File: config.mk
export PLATFORM = sky130hd
export DESIGN_NAME = seq_multiplier
export DESIGN_NICKNAME = d
export VERILOG_FILES = /design/src/rtl/seq_multiplier.sv
export SDC_FILE = /design/constraint.sdc
export NUM_CORES = 1
export LEC_CHECK = 0
export ABC_AREA = 1
export CAP_MARGIN = 15
export CORE_MARGIN = 2
export CORE_UTILIZATION = 51
export CTS_CLUSTER_SIZE = 8
export DETAILED_ROUTE_END_ITERATION = 8
export GPL_TIMING_DRIVEN = 0
export HOLD_SLACK_MARGIN = 0.15
export PLACE_DENSITY_LB_ADDON = 0.08
export SYNTH_ARGS = -nofsm -noshare
export SYNTH_HDL_FRONTEND = slang
export SYNTH_SLANG_ARGS = --single-unit
File: constraint.sdc
create_clock -name clk -period 1.63 [get_ports clk]
set_input_delay 0.326 -clock clk [delete_from_list [all_inputs] [get_ports clk]]
set_output_delay 0.326 -clock clk [all_outputs]
set_load 0.03 [all_outputs]
File: src/rtl/seq_multiplier.sv
// Sequential shift-and-add unsigned multiplier with a start/busy/done handshake.
// Each RUN cycle does one WIDTH-bit add with carry, then shifts {sum, mplier} right by 1.
module seq_multiplier #(
  parameter int unsigned WIDTH = 4
) (
  input  logic                 clk,
  input  logic                 rst,
  input  logic                 start,
  input  logic [WIDTH-1:0]     a,
  input  logic [WIDTH-1:0]     b,
  output logic                 busy,
  output logic                 done,
  output logic [2*WIDTH-1:0]   product
);

  localparam int unsigned CntW = $clog2(WIDTH + 1);

  typedef enum logic [1:0] {StIdle, StRun, StDone} state_e;

  state_e               state_q, state_d;
  logic [WIDTH-1:0]     mcand_q, mcand_d;
  logic [WIDTH-1:0]     mplier_q, mplier_d;
  logic [WIDTH:0]       acc_q, acc_d;
  logic [WIDTH:0]       sum;
  logic [CntW-1:0]      cnt_q, cnt_d;
  logic [2*WIDTH-1:0]   product_q, product_d;
  logic                 load;

  always_comb begin
    state_d   = state_q;
    mcand_d   = mcand_q;
    mplier_d  = mplier_q;
    acc_d     = acc_q;
    cnt_d     = cnt_q;
    product_d = product_q;
    load      = 1'b0;
    // acc_q[WIDTH] is always zero after a shift, so this is a WIDTH-bit add with carry-out.
    sum       = acc_q + {1'b0, (mplier_q[0] ? mcand_q : '0)};

    unique case (state_q)
      StIdle: begin
        if (start) load = 1'b1;
      end
      StRun: begin
        acc_d    = {1'b0, sum[WIDTH:1]};
        mplier_d = {sum[0], mplier_q[WIDTH-1:1]};
        cnt_d    = cnt_q - CntW'(1);
        if (cnt_q == CntW'(1)) begin
          state_d   = StDone;
          product_d = {acc_d[WIDTH-1:0], mplier_d};
        end
      end
      StDone: begin
        state_d = StIdle;
        if (start) load = 1'b1;
      end
      default: state_d = StIdle;
    endcase

    if (load) begin
      mcand_d  = a;
      mplier_d = b;
      acc_d    = '0;
      cnt_d    = CntW'(WIDTH);
      state_d  = StRun;
    end
  end

  always_ff @(posedge clk) begin
    if (rst) begin
      state_q   <= StIdle;
      mcand_q   <= '0;
      mplier_q  <= '0;
      acc_q     <= '0;
      cnt_q     <= '0;
      product_q <= '0;
    end else begin
      state_q   <= state_d;
      mcand_q   <= mcand_d;
      mplier_q  <= mplier_d;
      acc_q     <= acc_d;
      cnt_q     <= cnt_d;
      product_q <= product_d;
    end
  end

  assign busy    = (state_q == StRun);
  assign done    = (state_q == StDone);
  assign product = product_q;

endmodule

==> results of run 1 <==
[cell type report]
type,count,area [um^2]
tap,28,35.0
buffer,4,37.5
sequential,25,503
timing repair buffer,25,224
fill,189,718
inverter,21,78.8
clock buffer,4,26.3
multi-input combinational,105,568
[report_power, final]
group,switching (uW),leakage [uW],internal [uW]
combinational,120,0.000515,103
clock,174,0.0000150,95.5
sequential,25.6,0.000205,650
total,319,0.000735,849
[timing repair]
action	in CTS	in global routing
setup endpoints to repair	14	5
pin swaps	0	1
hold buffers	0	0
setup buffers	0	5
gates resized for setup	16	5
[worst max-delay path, cell delays in order (launching register included)]
cell     delay, ps
dfxtp_1        320
inv_1          100
nand2_4         90
inv_2           80
buf_6          140
buf_4          160
[through the flow]
step | TNS [ps] | setup WS [ps]
finish | 0 | 107
global route | 0 | 8.74
CTS | 0 | 16.5
detailed placement | -266 | -111
global placement | -220 | -101
floorplan | 0 | 184
[cells in the mapped netlist (all sizes together)]
master | n | area share [%]
a211oi | 2 | 1.3
a21oi | 6 | 2.6
buf | 4 | 3.2
dfxtp | 25 | 43
fa | 1 | 1.7
ha | 6 | 6.4
inv | 21 | 6.7
nand2 | 22 | 8.5
nand3 | 7 | 3.0
nor2 | 39 | 13
o211ai | 4 | 2.6
o21ai | 13 | 5.5
or2 | 4 | 2.1
xnor2 | 1 | 0.75
[worst max path at each step]
stage | from | end | slack, ps | cells after the start
floorplan | mplier_q[0]$_SDFFE_PP0P_ | acc_q[1]$_SDFFE_PP0P_ | 180 | 8
global placement | state_q[0]$_SDFFE_PP0P_ | busy | -100 | 4
detailed placement | state_q[0]$_SDFFE_PP0P_ | busy | -110 | 4
CTS | state_q[1]$_SDFFE_PP0P_ | busy | 20 | 5
global route | mplier_q[0]$_SDFFE_PP0P_ | product[5]$_SDFFE_PP0P_ | 9 | 8
finish | state_q[1]$_SDFFE_PP0P_ | busy | 110 | 5
[flip-flops by register name, indices dropped and copies added, names as in the netlist]
register / flops
acc_q: 4
cnt_q: 3
mcand_q: 4
mplier_q: 4
product: 8
state_q: 2
[kinds of logic after synthesis]
group           synth area share (%)
xor+xnor                       0.746
buf+inv                         9.90
flops                           42.6
simple gates                    26.7
fa+ha+maj                       8.09
compound gates                  11.9
[per-layer routing]
metal | GRT usage [%] | part of all wire [%]
met5 | 0 | 0
met4 | 9.65 | 1.9
met3 | 3.45 | 3.1
met2 | 32.9 | 47
met1 | 24.3 | 48
==> key figures, run 1 <==
Critical path
  – FF-to-FF setup slack: 110 ps
  – Reg2reg start: mplier_q[0]$_SDFFE_PP0P_
  – CP startpoint kind: flop
  – CP endpoint kind: output port
  – R2R cell count: 8
  – Worst path required time: 1300 ps
  – Setup CP Type: flop to output port
  – Crit-path max FO: 10
  – CP arrival: 1200 ps
  – RR Endpoint: acc_q[1]$_SDFFE_PP0P_

Layout
  – Finished Cell Area: 1470 um^2
  – Core Util, Final: 67.2%
  – Final Non-Filler Cells: 212
  – Commonest non-fill, non-tap cell in the layout: nor2_1
  – Commonest cells after routing, fill and taps aside: nor2_1 (38), dfxtp_1 (23), inv_1 (20)
  – Diodes inserted: 0
  – Layout area overhead: 25.3%
  – Share of cells above drive strength 1: 13.0%
  – Nets: 203

Placed design
  – Cells after DPL: 203
  – Port Buf Inserts: 20
  – Final GP Congestion: 0.778
  – Final HPWL DP: 1710 um
  – DP Area: 1410 um^2

Synth
  – Synth Register Bits: 25
  – Yosys warns: 0
  – Cells after synthesis: 155
  – Syn_nets: 173
  – Synthesized area: 1170 um^2
  – Synth unique cells: 20
  – Sequential-to-total area share from yosys stat: 42.6%
  – Post-synthesis average cell area: 7.58 um^2

Floorplanning
  – Core ar.: 2190 um^2
  – Core Rows: 17
  – Initial Util: 53.6%
  – Die H: 52.0 um
  – Die width: 52.0 um
  – Area of the die: 2700 um^2
  – Ports: 21

STA
  – Period minus WS final: 1520 ps
  – RSZ-0062 raised after global routing: false
  – Slew headroom: 78.8%
  – Final hold viol count: 0
  – Clock Skew: 8.87 ps
  – Max Freq: 0.657 GHz
  – Worst Tran Pin Value: 318 ps
  – Final setup violation count: 0
  – Worst hold margin: 496 ps
  – Part of the cycle the worst path needs: 93.4%
  – Pins Over Slew Limit: 0

Clocking
  – Sink Count: 25
  – Reg clk slew, reported paths: 130 ps
  – Clock Latency Late Sink: 310 ps
  – Maximum clock path buffer count: 2
  – TritonCTS clock tree: done
  – Clock buffer count from CTS: 3
  – H-tree levels: 1
  – CTS root buf: clkbuf_4

Drt
  – DR vias: 1016
  – Post-Route WL: 2300 um
  – 1st-pass router iterations: 4
  – Via density: 4.79
  – DR WL/cell: 10.9 um
  – Post-DRT Antenna Nets: 0
  – Drc violations: 0
  – DRT iter0 DRCs: 16

Worst hold path
  – Hold endpoint: mcand_q[3]$_SDFFE_PP0P_
  – Hold_sp: mcand_q[3]$_SDFFE_PP0P_
  – Hold-critical path depth: 2
  – Hold crit path type: flop to flop

Global route
  – Total gr overflow: 0
  – Initial antenna violation count: 0
  – First-pass GRT wire length: 3880 um
  – Largest net degree at the start of global routing: 14
  – Tot GR Track Use: 19.7%
  – Vias in the first global route: 920

Power
  – VDD IR max: 0.000606 V
  – Tot Pwr: 1170 uW
  – Power Dens Cells: 793 nW/um^2
  – Total leakage power: 0.000735 uW

Outcome
  – Status: finished clean

Run
  – # Max-Cap Violations: 0
Note: power is estimated with default switching activity, not from simulation.
==> run 2, diff against run 1 <==
Settings changed: CORE_UTILIZATION 51 to 54, SKIP_LAST_GASP set to 1.
Clock period 1.63 ns to 1.8 ns, I/O delays scaled along.
==> run 2 against run 1 <==
Critical endpoint is now product[7]. Critical path type unchanged. Routed wire length increased by 9.8%. Power down 9.2%. Non-clock buffer count down 5.
==> key figures, run 2 (synthesis gave the netlist of run 1 again) <==
Clocking
  – H-tree levels: 1 (unchanged)
  – Maximum clock path buffer count: 2 (unchanged)
  – Reg clk slew, reported paths: 140 ps (was 130 ps)
  – Post-CTS Setup Bufs: 0 (unchanged)
  – CTS root buf: clkbuf_4 (unchanged)
  – TritonCTS clock tree: done (unchanged)
  – Sink Count: 25 (unchanged)
  – Clock buffer count from CTS: 3 (unchanged)
  – Hold Buf Count CTS: 0 (unchanged)
  – Clock Latency Late Sink: 320 ps (was 310 ps)

Critical path
  – Buf+Inv Stages, Crit Path: 1 (was 4)
  – Crit-path max FO: 2 (was 10)
  – Slowest stage cell, crit path: clkdlybuf4s50_1 (was dfxtp_1)
  – CP endpoint kind: output port (unchanged)
  – CP top delay family: buffers and inverters (unchanged)
  – Cell Chain, Critical Path: clkdlybuf4s50_1 (was inv_1 > nand2_4 > inv_2 > buf_6 > buf_4)
  – CP max stage delay: 670 ps (was 320 ps)
  – CP startpoint kind: flop (unchanged)
  – Worst path required time: 1440 ps (was 1300 ps)
  – CP arrival: 1370 ps (was 1200 ps)
  – Setup CP Type: flop to output port (unchanged)

Drt
  – DR WL/cell: 12.3 um (was 10.9 um)
  – 1st-pass router iterations: 4 (unchanged)
  – Post-DRT Antenna Nets: 0 (unchanged)
  – Via density: 5.18 (was 4.79)
  – DR vias: 1068 (was 1016)
  – Post-Route WL: 2530 um (was 2300 um)
  – Drc violations: 0 (unchanged)
  – DRT iter0 DRCs: 19 (was 16)

Global route
  – Largest net degree at the start of global routing: 15 (was 14)
  – First-pass GRT wire length: 4550 um (was 3880 um)
  – Tot GR Track Use: 23.5% (was 19.7%)
  – Total gr overflow: 0 (unchanged)
  – Vias in the first global route: 1081 (was 920)
  – Initial antenna violation count: 0 (unchanged)

STA
  – Slew headroom: 75.7% (was 78.8%)
  – Pins Over Slew Limit: 0 (unchanged)
  – Final hold viol count: 0 (unchanged)
  – Clock Skew: 6.27 ps (was 8.87 ps)
  – Period minus WS final: 1730 ps
  – Part of the cycle the worst path needs: 96.1%
  – Max Freq: 0.578 GHz
  – RSZ-0062 raised after global routing: false (unchanged)
  – TNS Setup: 0 ps (unchanged)
  – Final setup violation count: 0 (unchanged)
  – Worst Tran Pin Value: 364 ps (was 318 ps)
  – Worst hold margin: 505 ps (was 496 ps)

Outcome
  – Status: finished clean (unchanged)

Floorplanning
  – Initial Util: 58.7% (was 53.6%)
  – Ports: 21 (unchanged)
  – Die H: 50.6 um (was 52.0 um)
  – Die width: 50.6 um (was 52.0 um)
  – Core ar.: 2000 um^2 (was 2190 um^2)
  – Core Rows: 16 (was 17)
  – Area of the die: 2560 um^2 (was 2700 um^2)

Layout
  – Max reg flops: 8 (unchanged)
  – Commonest non-fill, non-tap cell in the layout: nor2_1 (unchanged)
  – Share of cells above drive strength 1: 8.94% (was 13.0%)
  – Commonest cells after routing, fill and taps aside: nor2_1 (38), dfxtp_1 (25), inv_1 (20) (was nor2_1 (38), dfxtp_1 (23), inv_1 (20))
  – Layout area overhead: 21.7% (was 25.3%)
  – Nets: 198 (was 203)
  – Diodes inserted: 0 (unchanged)

Run
  – # Max-Cap Violations: 0 (unchanged)

Power
  – Total leakage power: 0.000667 uW (was 0.000735 uW)
  – Power Dens Cells: 742 nW/um^2 (was 793 nW/um^2)
  – VDD IR max: 0.000409 V (was 0.000606 V)

Placed design
  – Final HPWL DP: 1920 um (was 1710 um)
  – Final GP Congestion: 0.824 (was 0.778)
  – Port Buf Inserts: 20 (unchanged)

Worst hold path
  – Hold crit path type: flop to flop (unchanged)
==> run 2: layer usage <==
| metal | global-route usage, % | part of all wire [%] | vias up |
|---|---|---|---|
| met5 | 0 | 0 | - |
| met2 | 40.1 | 50 | 23 |
| met4 | 9.46 | 1.7 | 0 |
| li1 | - | - | 538 |
| met3 | 2.98 | 2.9 | 6 |
| met1 | 30.0 | 46 | 501 |
==> run 2: final timing paths <==
path | from | depth (start not counted) | end | slack, ps
max reg2reg | mplier_q[0]$_SDFFE_PP0P_ | 8 | acc_q[1]$_SDFFE_PP0P_ | 170
min | mcand_q[0]$_SDFFE_PP0P_ | 2 | mcand_q[0]$_SDFFE_PP0P_ | 500
max | product[7]$_SDFFE_PP0P_ | 1 | product[7] | 70
min reg2reg | mcand_q[0]$_SDFFE_PP0P_ | 2 | mcand_q[0]$_SDFFE_PP0P_ | 500
==> run 2: final cells by class <==
cell class                      instances  area, um^2
Buffer                                  4        37.5
Clock buffer                            3        22.5
Clock inverter                          1        5.00
Fill cell                             162         572
Inverter                               21        78.8
Multi-Input combinational cell        105         558
Sequential cell                        25         500
Tap cell                               27        33.8
Timing Repair Buffer                   20         194
==> run 2: where the power goes <==
part           switching (uW)  total, uW  internal (uW)
Clock                     175        258           83.4
Combinational             109        192           82.8
Sequential               22.9        610            587
Total                     307       1060            754
==> run 2: stage by stage <==
stage | total power (uW) | cell area, um^2 | setup slack (ps) | utilization, % | cells
final | 1060 | 1430 | 70.7 | 71.4 | 206
after global routing | 1100 | 1430 | 9.11 | 71.4 | 206
after CTS | 1060 | 1440 | -44.6 | 71.7 | 206
after detailed placement | 815 | 1410 | 27.6 | 70.4 | 202
after global placement | 807 | 1410 | 21.3 | 70.4 | 202
after floorplan | 749 | 1170 | 354 | - | 155
==> run 2: what timing repair did <==
action / 4_1_cts / 5_1_grt
pin swaps: 0 / 0
gates resized for setup: 3 / 2
endpoints found under the setup margin: 2 / 3
